--- src/rtl/calc_queue.sv ---
// Circular operand queue for the calculator ALU: executes one queue command per
// cycle, presents the two oldest entries as operands, and locks up on misuse.
module calc_queue #(
  parameter int          DEPTH          = 16,
  parameter logic [1:0]  Q_PUSH         = 2'b00,
  parameter logic [1:0]  Q_SLEEP        = 2'b01,
  parameter logic [1:0]  Q_POP          = 2'b11,
  parameter logic [1:0]  Q_GET_AND_PUSH = 2'b10
) (
  input  logic                       clk,
  input  logic                       rst,
  input  logic                       op_valid,
  input  logic [1:0]                 queue_op,
  input  logic [7:0]                 result,
  output logic [15:0]                operands,
  output logic [$clog2(DEPTH):0]     count,
  output logic                       empty,
  output logic                       full,
  output logic                       has_q_err
);

  localparam int PW = $clog2(DEPTH);
  localparam int CW = PW + 1;

  typedef enum logic {RUN, ERROR} state_e;

  state_e          state_q;
  logic [7:0]      mem_q [DEPTH];
  logic [PW-1:0]   head_q, tail_q;
  logic [CW-1:0]   count_q;
  logic            err_q;

  logic            wr_en;
  logic [1:0]      pop_n;
  logic            q_err;
  logic [PW-1:0]   head_nxt;

  assign empty     = (count_q == '0);
  assign full      = (count_q == CW'(DEPTH));
  assign count     = count_q;
  assign has_q_err = err_q;

  // Command decode; in ERROR nothing is accepted so all strobes stay low.
  always_comb begin
    // NOTE: every signal gets a default first so no path can infer a latch.
    wr_en = 1'b0;
    pop_n = 2'd0;
    q_err = 1'b0;
    if (state_q == RUN && op_valid) begin
      case (queue_op)
        Q_PUSH: begin
          if (!full) wr_en = 1'b1;
          else       q_err = 1'b1;
        end
        Q_POP: begin
          if (!empty) pop_n = 2'd1;
          else        q_err = 1'b1;
        end
        Q_GET_AND_PUSH: begin
          if (count_q >= CW'(2)) begin
            pop_n = 2'd2;
            wr_en = 1'b1;
          end else begin
            q_err = 1'b1;
          end
        end
        default: ;  // Q_SLEEP
      endcase
    end
  end

  always_ff @(posedge clk) begin
    // NOTE: state registers use non-blocking assignments so every update sees pre-edge values.
    if (rst) begin
      state_q <= RUN;
      head_q  <= '0;
      tail_q  <= '0;
      count_q <= '0;
      err_q   <= 1'b0;
    end else if (q_err) begin
      state_q <= ERROR;
      err_q   <= 1'b1;
    end else begin
      head_q  <= head_q + PW'(pop_n);
      tail_q  <= tail_q + PW'(wr_en);
      count_q <= count_q + CW'(wr_en) - CW'(pop_n);
    end
  end

  // NOTE: the buffer is deliberately left out of reset; count alone defines which entries are live.
  always_ff @(posedge clk) begin
    if (wr_en && !rst) mem_q[tail_q] <= result;
  end

  assign head_nxt = head_q + PW'(1);
  assign operands = {(count_q >= CW'(2)) ? mem_q[head_nxt] : 8'h00,
                     (count_q >= CW'(1)) ? mem_q[head_q]   : 8'h00};

endmodule
--- config.mk ---
export PLATFORM = sky130hd
export DESIGN_NAME = calc_queue
export DESIGN_NICKNAME = d
export VERILOG_FILES = /design/src/rtl/calc_queue.sv
export SDC_FILE = /design/constraint.sdc
export NUM_CORES = 1
export LEC_CHECK = 0
export ABC_CLOCK_PERIOD_IN_PS = 7180
export CAP_MARGIN = 20
export CORE_MARGIN = 1.5
export CORE_UTILIZATION = 32
export CTS_BUF_LIST = sky130_fd_sc_hd__clkbuf_4 sky130_fd_sc_hd__clkbuf_8
export DETAILED_ROUTE_END_ITERATION = 10
export SETUP_SLACK_MARGIN = 0.3
export SKIP_CTS_REPAIR_TIMING = 1
export SLEW_MARGIN = 20
export SYNTH_ARGS = -nofsm -noshare
export SYNTH_HDL_FRONTEND = slang
export SYNTH_SLANG_ARGS = --single-unit
--- constraint.sdc ---
create_clock -name clk -period 7.18 [get_ports clk]
set_input_delay 1.436 -clock clk [delete_from_list [all_inputs] [get_ports clk]]
set_output_delay 1.436 -clock clk [all_outputs]
set_load 0.03 [all_outputs]
### Word level (Yosys, flattened, before mapping)

Memories as Yosys holds them, arrays and structs flattened. A register that Yosys moved wholly into a read port is not among the register bits.
Cells that the tools add are included.

| word-level totals | value |
|---|---|
| register bits after elaboration | 14 |
| latch bits | 0 |
| RAM bits | 128 |
| memory bits (read-only) | 0 |
| bits of input ports | 13 |
| output and inout port bits | 24 |
| logic and storage cells | 40 |
| memories kept | 1 |

| cells by class | value |
|---|---|
| add/sub/neg operators | 5 |
| $mul | 0 |
| divide/modulo/power cells | 0 |
| order comparisons | 2 |
| equal/unequal tests | 3 |
| shift operators | 0 |
| multiplexer cells | 19 |
| bitwise logic cells | 1 |
| reduce and logical (&&, ||, !) cells | 5 |

Memories:

| name | depth | width | read ports | clocked after Yosys merged registers in | wr ports | RTL line | source |
|---|---|---|---|---|---|---|---|
| mem_q | 16 | 8 | 2 | 1 | 1 | 28 | `logic [7:0] mem_q [DEPTH];` |

Operator list:

| operator | number |
|---|---|
| 8-bit two-way mux | 2 |
| 1-bit two-way mux | 10 |
| 4-bit two-way mux | 2 |
| 5-bit by 1-bit adder with 5-bit output | 1 |
| 5-bit == test, second input constant | 1 |
| 5-bit by 1-bit >= comparator with 1-bit output, second input constant | 1 |
| 5-bit by 2-bit >= comparator with 1-bit output, second input constant | 1 |
| 5-bit logical NOT | 1 |
| 5-bit by 2-bit subtractor with 5-bit output | 1 |
| 4-bit by 1-bit adder with 4-bit output | 1 |
| 4-bit by 1-bit adder with 4-bit output, second input constant | 1 |
| 4-bit by 2-bit adder with 4-bit output | 1 |
| 2-bit == test, second input constant | 2 |
| 2-bit two-way mux | 2 |
| 2-bit case mux with 2 select lines | 1 |
| 1-bit case mux with 3 select lines | 1 |
| 1-bit logical AND | 2 |
| 2-bit logical NOT | 1 |
| 1-bit case mux with 2 select lines | 1 |
| 1-bit logical NOT | 1 |
| 1-bit inverter | 1 |

### Depth between registers and ports, before layout

Gate-level depths: netlist of the first run.

| depth | value |
|---|---|
| word-level depth | 7 |
| depth in mapped cells | 16 |
| mapped depth without buffers | 15 |

### Worst setup path before layout of the first run

OpenSTA, ideal clock, no wires.

| timing | value |
|---|---|
| path kind | reg2reg |
| from | register count_q[3], in the netlist count[3] |
| to | register count_q[4], in the netlist count[4] |
| library setup time | 0.091 ns |
| arrival time | 3.683 ns |
| required time | 7.089 ns |
| setup slack | 3.406 ns |
| stages on the path, launching flop included | 14 |
| path buffers | 0 |
| clock period less this slack | 3.774 ns |
| path through | dfxtp_1 > inv_1 > ha_1 > nor4b_1 > nor3_1 > ha_1 > inv_1 > ha_1 > inv_1 > fa_1 > nand2b_1 > a21oi_1 > xor2_1 > a311oi_1 |

| on the way | value |
|---|---|
| elaborated cells between the ends (all ways) | 18 |
| those cells by class | 2 x add/sub; 1 x order compare; 1 x eq/ne; 13 x mux; 1 x reduce/logical |

RTL lines:

| element | RTL line | source |
|---|---|---|
| start, declared | 30 | `logic [CW-1:0] count_q;` |
| start signal, assigned | 86 | `count_q <= count_q + CW'(wr_en) - CW'(pop_n);` |
| 5-bit logical NOT * | 38 | `assign empty = (count_q == '0);` |
| net empty | 17 | `output logic empty,` |
| 1-bit two-way mux | 56 | `if (!empty) pop_n = 2'd1;` |
| 2-bit case mux with 2 select lines | 50 | `case (queue_op)` |
| 2-bit two-way mux | 49 | `if (state_q == RUN && op_valid) begin` |
| 5-bit by 2-bit subtractor with 5-bit output | 86 |  |

The timed path passes the listed nets; every way through them passes the cells marked *.
A chain may end at the register's enable or synchronous reset.

### Worst setup path in the final report of the first run

| timing | value |
|---|---|
| from | register head_q[0] |
| to | output operands[9] |

| on the way | value |
|---|---|
| cells in the longest elaborated chain, start to end | 3 |

Ends and longest elaborated chain:

| element | RTL line | source |
|---|---|---|
| start, declared | 29 | `logic [PW-1:0] head_q, tail_q;` |
| start signal, assigned | 84 | `head_q <= head_q + PW'(pop_n);` |
| 4-bit by 1-bit adder with 4-bit output | 95 | `assign head_nxt = head_q + PW'(1);` |
| memory read 16 x 8 bit | - |  |
| 8-bit two-way mux | 96 | `assign operands = {(count_q >= CW'(2)) ? mem_q[head_nxt] : 8'h00,` |
| end, declared | 15 | `output logic [15:0] operands,` |

No other way between the ends.

==> results of run 1 <==
==> sequential cells by signal, summed over array words and instances, names as in the netlist, named ones only <==
name / flops
tail_q: 4
has_q_err: 1
count: 5
head_q: 4
mem_q: 128
==> layer usage <==
layer / GRT usage / vias up / part of all wire
li1: - / 1875 / -
met1: 0.220 / 2204 / 0.44
met2: 0.256 / 168 / 0.47
met3: 0.0352 / 27 / 0.061
met4: 0.0570 / 0 / 0.024
met5: 0 / - / 0
==> critical path: cells and delay by family, from the launching register on <==
kind / cells / cell delay, ps
DFF: 1 / 310
adders and majority gates: 1 / 720
buffers and inverters: 3 / 1530
muxes: 2 / 710
AOI/OAI and AO/OA: 1 / 110
==> cell usage in the layout (no fill, tap or decap), types with 4 or more instances in the layout <==
cell type        count
ha_1                13
nand2_1              7
clkbuf_8            17
nand3_1             10
o21ai_0              5
clkinv_2             6
nor3_1               4
o22ai_1              8
buf_4               11
a21oi_1             22
dfxtp_1             16
mux2i_1             16
or4_1                4
edfxtp_1           128
nor4_4               6
nor2b_1              8
a311oi_1             4
nand2b_1             8
nor2_1              10
inv_1               12
a22oi_1             16
mux4_2              64
clkdlybuf4s50_1     36
==> power by group <==
group          switching (mW)  internal, mW  leakage (nW)  total [mW]
combinational           0.590         0.483          1.02        1.07
sequential             0.0514         0.950          1.30        1.00
clock                   0.315         0.234         0.168       0.549
==> layout make-up <==
type	instances	area, µm²	share of cell area
diodes	1	2.50	0.000302
multi-input cells	245	2920	0.352
flip-flops and latches	146	4210	0.507
clock buffers	17	234	0.0282
inverters	12	45.0	0.00543
well taps	280	350	0.0422
repair buffers	48	450	0.0543
clock inverters	13	88.8	0.0107
==> kinds of logic (layout without fill, tap and decap cells) <==
family | Yosys count | after routing | share of synthesized area
AOI/OAI and AO/OA | 62 | 62 | 0.0551
xor gates and xnor gates | 4 | 4 | 0.00485
adders and majority gates | 16 | 16 | 0.0298
buffers and inverters | 46 | 90 | 0.0298
DFF | 146 | 146 | 0.582
muxes | 82 | 82 | 0.225
other | 0 | 1 | 0
and+or+nand+nor | 81 | 81 | 0.0739
==> through the flow <==
stage / instances / cell area (µm²) / hold WS [ps] / utilization / setup WS [ps]
finish: 762 / 8300 / 558 / 0.378 / 1910
global route: 762 / 8300 / 605 / 0.378 / 1630
CTS: 760 / 8280 / 561 / 0.377 / 1850
detailed placement: 730 / 7960 / 549 / 0.362 / 2280
global placement: 730 / 7960 / 538 / 0.362 / 2300
floorplan: 437 / 7230 / 498 / - / 3410
==> path summary, 6_finish.rpt <==
| kind | from | endpoint | slack [ps] | cells past startpoint |
|---|---|---|---|---|
| setup / recovery | head_q[0] | operands[9] | 1910 | 7 |
| setup reg to reg | count[3] | count[4] | 3310 | 15 |
| hold reg to reg | count[3] | count[3] | 560 | 2 |
| hold / removal | count[3] | count[3] | 560 | 2 |
==> impl_metrics.json, run 1 <==
{
  "critical_path.slowest_cell": "ha_2",
  "fin_worst_skew_ps": 18.3,
  "timing.critical_path.slowest_cell_delay_ps": 720,
  "avgSynthCellArea_um2": 16.5,
  "worstSetupStartpointType": "flop",
  "vias_in_the_first_global_route": 4549,
  "port_buffers": 36,
  "synth_commonest_cells": "128 x edfxtp_1, 64 x mux4_2, 22 x a21oi_1",
  "drive_gt1_frac": 0.270,
  "vias": 4274,
  "first_pass_grt_wire_length_um": 27800,
  "ir_drop_v": 0.000200,
  "number_of_distinct_library_cells_after_synthesis": 50,
  "wire_per_inst_um": 23.4,
  "yosys.area.top_type_share": 0.532,
  "maxSlewHeadroom": 0.263,
  "detail_route.vias_per_cell": 5.61,
  "drt_pre_antenna_iters": 7,
  "timing.hold.worst.class": "flop to flop",
  "dieArea_mm2": 0.0235,
  "cts.root.buffer_cell": "clkbuf_8",
  "grt.overflow.total": 0,
  "ys_warn_count": 0,
  "final-hold-violation-count": 0,
  "yosys.area.top_type": "edfxtp_1",
  "timing.critical_path.fanout_max": 36,
  "run_status": "finished, violations left",
  "numCtsBuffers": 17,
  "synth_enable_flop_cells": 128,
  "ys_top_cells_by_area": "edfxtp_1 53%, mux4_2 20%, dfxtp_1 5.0%",
  "setup-violations-final": 0,
  "synthArstFlopShare": 0,
  "post-route-period-util": 0.734,
  "num_io_pins": 37,
  "fillerInstances": 1993,
  "post_synth_inst_count": 437,
  "rows": 54,
  "leakage_power_nw": 2.49,
  "timing.critical_path.required_ps": 5740,
  "clock_latency_ps": 440,
  "clockBufferDepth": 2,
  "cts.sinks": 146,
  "power_density_mw_per_mm2": 316,
  "routed_wirelength_um": 17800,
  "cp-end-kind": "output port",
  "arrival_ps": 3840,
  "violations": "design-rule violations",
  "achievable-frequency_mhz": 190,
  "layout.nets": 499,
  "grt_usage": 0.162,
  "initial_antenna_violation_count": 1,
  "syn_nets": 466,
  "die-height_um": 153,
  "tritoncts_clock_tree": "yes",
  "largest_net_degree_at_the_start_of_global_routing": 37,
  "mapped_area_mm2": 0.00723,
  "postRouteAntennaNets": 0,
  "tightest_slew_ps": 1100,
  "postSynth.topFlopCell": "edfxtp_1",
  "finalWorstPathRequiredPeriod_ps": 5270,
  "globalplace.congestion": 0.796,
  "remaining_drc_errors": 3,
  "ys_seq_elements": 146,
  "drt_iter0_drc": 454,
  "number_of_max_slew_violations_in_the_final_report": 0,
  "max_cap_viol_count": 0,
  "synth_most_common_cell": "edfxtp_1",
  "final.setup.tns_ps": 0,
  "path_common_cell": "buf_4",
  "synth_sequential_area_ratio": 0.582,
  "core_region_area_mm2": 0.0220,
  "path_clk_slew_ps": 80,
  "area_growth_pct": 14.8,
  "criticalPathCategory": "flop to output port",
  "die_x_um": 153,
  "detailed_place_hpwl_um": 11800,
  "htree_num_levels": 4,
  "report.power.total_mw": 2.62,
  "setup_repair_after_global_routing_missed_its_margin": "no",
  "cell_breakdown_of_the_critical_path": "buf_4 > ha_2 > buf_4 > mux4_2 > mux2i_1 > o22ai_1 > clkdlybuf4s50_1",
  "floorplan.initialDensity": 0.329
}
Note: power is estimated with default switching activity, not from simulation.
==> run 2: changes to the inputs <==
Settings changed: ABC_CLOCK_PERIOD_IN_PS 7180 to 5300.
Clock period 7.18 ns to 5.3 ns, I/O delays scaled along.
==> run 2 against run 1 <==
The flow still finishes with violations (design-rule violations). Non-clock buffer count rose by 3. Via count rose by 1.1%. Clock power rose by 34%. Die area did not move. Flip-flop and latch count unchanged. Combinational power increased by 36%. Sequential power grew 36%. First-iteration DRC count fell by 12%. Clock skew shrank 4.1 ps. Cell count grew 0.26%.
==> impl_metrics.json, run 2 (synthesis gave the netlist of run 1 again) <==
{
  "detail_route.vias_per_cell": 5.66,
  "timing.critical_path.fanout_max": 17,
  "tightest_slew_ps": 1100,
  "htree_num_levels": 4,
  "core_region_area_mm2": 0.0220,
  "multi_input_area_mm2": 0.00290,
  "worstSetupStartpointType": "flop",
  "post-route-period-util": 0.823,
  "cell_breakdown_of_the_critical_path": "buf_4 > mux4_2 > a22oi_1 > a21oi_1 > clkdlybuf4s50_1",
  "seq_power_share": 0.382,
  "fin_worst_skew_ps": 14.3,
  "violations": "design-rule violations",
  "initial_antenna_violation_count": 0,
  "grt.overflow.total": 0,
  "pwr-share-comb": 0.411,
  "clockBufferDepth": 2,
  "numCtsBuffers": 17,
  "finalWorstPathRequiredPeriod_ps": 4360,
  "final-hold-violation-count": 0,
  "die-height_um": 153,
  "path_clk_slew_ps": 80,
  "floorplan.initialDensity": 0.329,
  "cts.sinks": 146,
  "maxSlewHeadroom": 0.264,
  "internal_power_mw": 2.28,
  "tritoncts_clock_tree": "yes",
  "clock_latency_ps": 440,
  "arrival_ps": 3300,
  "max_ffs_per_register": 128,
  "number_of_max_slew_violations_in_the_final_report": 0,
  "timing.critical_path.slowest_cell_delay_ps": 1030,
  "layout.cells.non_filler": 764,
  "port_buffers": 36,
  "power_density_mw_per_mm2": 428,
  "drt_pre_antenna_iters": 8,
  "drt_iter0_drc": 401,
  "die_x_um": 153,
  "dieArea_mm2": 0.0235,
  "num_io_pins": 37,
  "timing.hold.worst.class": "flop to flop",
  "area.sequential_mm2": 0.00421,
  "critical_path.slowest_cell": "dfxtp_1",
  "remaining_drc_errors": 3,
  "globalplace.congestion": 0.806,
  "registers.top_by_ff_count": "mem_q",
  "vias_in_the_first_global_route": 4458,
  "ir_drop_v": 0.000249,
  "area_growth_pct": 15.0,
  "clockPowerShare": 0.207,
  "layout_commonest_cell": "edfxtp_1",
  "wire_per_inst_um": 23.6,
  "cp-end-kind": "output port",
  "leakage_power_nw": 2.50,
  "postRouteAntennaNets": 0,
  "drive_gt1_frac": 0.275,
  "max_cap_viol_count": 0,
  "setup-violations-final": 0,
  "run_status": "finished, violations left",
  "post-place-cells": 734,
  "vias": 4323,
  "rows": 54,
  "switchingPower_mw": 1.28,
  "power.share.switching": 0.360,
  "layout.nets": 502,
  "commonest_cells_after_routing_fill_and_taps_aside": "128 x edfxtp_1, 64 x mux4_2, 36 x clkdlybuf4s50_1, 22 x a21oi_1, 17 x clkbuf_8",
  "critical_path_buf_inv_count": 2,
  "grt_usage": 0.160,
  "routed_wirelength_um": 18000,
  "criticalPathCategory": "flop to output port",
  "setup_repair_after_global_routing_missed_its_margin": "no",
  "final_core_utilization": 0.379,
  "largest_net_degree_at_the_start_of_global_routing": 36,
  "first_pass_grt_wire_length_um": 27300,
  "timing.critical_path.required_ps": 4240,
  "final.setup.tns_ps": 0,
  "achievable-frequency_mhz": 229,
  "fillerInstances": 1972,
  "detailed_place_hpwl_um": 11600,
  "crit_family": "buffers and inverters",
  "cts.root.buffer_cell": "clkbuf_8",
  "antenna_cells_inserted": 0
}
-- run 2: metrics by stage --
step           cell area, µm²  setup slack (ps)  total power [mW]  hold slack, ps
3_3_place_gp             7990               997              2.84             530
4_1_cts                  8310               886              3.59             553
3_5_place_dp             7990               858              2.86             537
6_report                 8310               941              3.56             551
2_1_floorplan            7230              1530              2.37             498
5_1_grt                  8310               749              3.74             590
-- run 2: metal layers --
| layer | vias up | track usage | wire (µm) |
|---|---|---|---|
| li1 | 1879 | - | - |
| met4 | 0 | 0.0607 | 463 |
| met3 | 30 | 0.0485 | 1510 |
| met5 | - | 0 | 0 |
| met2 | 174 | 0.249 | 8520 |
| met1 | 2240 | 0.211 | 7510 |
-- run 2: power groups by stage --
stage,clock (mW),sequential [mW],combinational (mW)
CTS,0.753,1.36,1.48
finish,0.736,1.36,1.46
detailed placement,0,1.39,1.48
floorplan,0,1.37,0.999
global placement,0,1.38,1.46
global route,0.807,1.37,1.56
-- run 2: worst reg2reg max path, stage by stage (launching register included) --
cell	delay, ps
dfxtp_1	320
inv_1	130
ha_1	290
nor3b_1	450
nor3b_2	970
nor4_1	170
inv_1	110
ha_1	220
inv_1	60
ha_1	150
inv_1	60
fa_1	440
nand2b_1	180
a21oi_1	150
xor2_1	90
a311oi_1	260
-- run 2: path summary, 6_finish.rpt --
path	startpoint	endpoint	slack [ps]	cells after the start
worst max-delay path	flop	operands[1]	940	5
worst min-delay path	count[3]	count[3]	550	2
worst max register to register	count[3]	count[4]	1150	15
worst min register to register	count[3]	count[3]	550	2
-- run 2: area by class of cell --
type,instances,area share
Clock inverter,10,0.00783
Inverter,12,0.00542
Sequential cell,146,0.506
Timing Repair Buffer,51,0.0584
Tap cell,280,0.0421
Clock buffer,20,0.0309
Multi-Input combinational cell,245,0.349
==> run 3: changes to the inputs <==
Settings changed: ABC_CLOCK_PERIOD_IN_PS 5300 to 4280.
Clock period 5.3 ns to 4.28 ns, I/O delays scaled along.
==> run 3 against run 2 <==
The run still ends with design-rule violations left. Clock-buffer cell count down 2. Power up 31%. Utilization up 0.92 points. Critical path type unchanged. Critical endpoint is now operands[8]. Highest routed layer unchanged.
==> impl_metrics.json, run 3 (synthesis gave the netlist of run 1 again) <==
{
  "run_status": "finished, violations left",
  "violations": "design-rule violations",
  "layout_commonest_cell": "edfxtp_1",
  "area_growth_pct": 17.8,
  "timing.hold.worst.class": "flop to flop",
  "setup-violations-final": 0,
  "drive_gt1_frac": 0.305,
  "die_x_um": 153,
  "power_density_mw_per_mm2": 546,
  "clock_latency_ps": 440,
  "numCtsBuffers": 17,
  "wire_per_inst_um": 23.3,
  "max_cap_viol_count": 0,
  "htree_num_levels": 4,
  "floorplan.initialDensity": 0.329,
  "rows": 54,
  "grt.overflow.total": 0,
  "path_clk_slew_ps": 70,
  "die-height_um": 153,
  "layout.cells.non_filler": 779,
  "leakage_power_nw": 2.64,
  "multi_input_area_mm2": 0.00288,
  "final.setup.tns_ps": 0,
  "ir_drop_v": 0.000305,
  "arrival_ps": 2970,
  "initial_antenna_violation_count": 0,
  "critical_path.slowest_cell": "clkdlybuf4s50_1",
  "routed_wirelength_um": 18100,
  "registers.top_by_ff_count": "mem_q",
  "max_ffs_per_register": 128,
  "drt_pre_antenna_iters": 8,
  "clockBufferDepth": 2,
  "crit_family": "buffers and inverters",
  "largest_net_degree_at_the_start_of_global_routing": 33,
  "fillerInstances": 2004,
  "core_region_area_mm2": 0.0220,
  "vias": 4388,
  "detailed_place_hpwl_um": 12000,
  "post-route-period-util": 0.895,
  "grt_usage": 0.164,
  "timing.critical_path.required_ps": 3420,
  "finalWorstPathRequiredPeriod_ps": 3830,
  "drt_iter0_drc": 329,
  "cts.root.buffer_cell": "clkbuf_8",
  "cts.sinks": 146,
  "timing.critical_path.slowest_cell_delay_ps": 620,
  "layout.nets": 515,
  "dieArea_mm2": 0.0235,
  "worstSetupStartpointType": "flop",
  "antenna_cells_inserted": 0,
  "criticalPathCategory": "flop to output port",
  "timing.final.ws_setup_ps": 451,
  "globalplace.congestion": 0.808,
  "final-hold-violation-count": 0,
  "fin_worst_skew_ps": 11.5,
  "first_pass_grt_wire_length_um": 28300,
  "number_of_max_slew_violations_in_the_final_report": 0,
  "area.sequential_mm2": 0.00421,
  "setup_repair_after_global_routing_missed_its_margin": "no",
  "num_io_pins": 37,
  "maxSlewHeadroom": 0.567,
  "remaining_drc_errors": 3,
  "placement_stage_worst_setup_slack_ps": 351,
  "commonest_cells_after_routing_fill_and_taps_aside": "128 x edfxtp_1, 64 x mux4_2, 35 x clkdlybuf4s50_1, 25 x buf_4, 21 x a21oi_1",
  "tightest_slew_ps": 649,
  "critical_path_buf_inv_count": 2,
  "post-place-cells": 747,
  "cp-end-kind": "output port",
  "cell_breakdown_of_the_critical_path": "ha_2 > buf_12 > mux4_2 > mux2i_1 > o22ai_1 > clkdlybuf4s50_1",
  "achievable-frequency_mhz": 261,
  "tritoncts_clock_tree": "yes",
  "vias_in_the_first_global_route": 4611,
  "detail_route.vias_per_cell": 5.63,
  "port_buffers": 36,
  "timing.critical_path.fanout_max": 32,
  "postRouteAntennaNets": 0
}
run 3: where the power goes:
part           internal, mW  leakage [nW]  switching [mW]  total, mW
combinational         0.843          1.13           0.993       1.84
clock                 0.591         0.209           0.540       1.13
sequential             1.59          1.30          0.0912       1.68
total                  3.03          2.64            1.62       4.65
run 3: metrics by stage:
stage / hold WS, ps / total power [mW] / util / instance area, µm²
final: 547 / 4.65 / 0.388 / 8510
after global routing: 585 / 4.88 / 0.388 / 8510
after CTS: 557 / 4.68 / 0.387 / 8490
after detailed placement: 545 / 3.55 / 0.368 / 8070
after global placement: 531 / 3.53 / 0.368 / 8070
after floorplan: 498 / 2.94 / - / 7230
run 3: layout make-up:
cell class              count  share of cell area
clock buffers              18              0.0284
clock inverters            14              0.0210
inverters                  12             0.00529
multi-input cells         245               0.338
flip-flops and latches    146               0.494
well taps                 280              0.0411
repair buffers             64              0.0717
run 3: tightest hold or removal path, stage by stage, from the launching register on:
cell and delay (ps):
dfxtp_2 350, o21ai_0 70, a21oi_1 80
run 3: final timing paths:
check / from / end / slack [ps] / depth (start not counted)
worst max-delay path: head_q[1] / operands[8] / 450 / 6
worst min-delay path: head_q[0] / head_q[0] / 550 / 2
worst max register to register: count[2] / count[4] / 710 / 15
worst min register to register: head_q[0] / head_q[0] / 550 / 2
run 3: layer usage:
layer,up-vias,track usage,share of wire
met1,2293,0.222,0.43
met5,-,0,0
met2,174,0.263,0.49
met4,0,0.0481,0.016
met3,21,0.0400,0.066
li1,1900,-,-
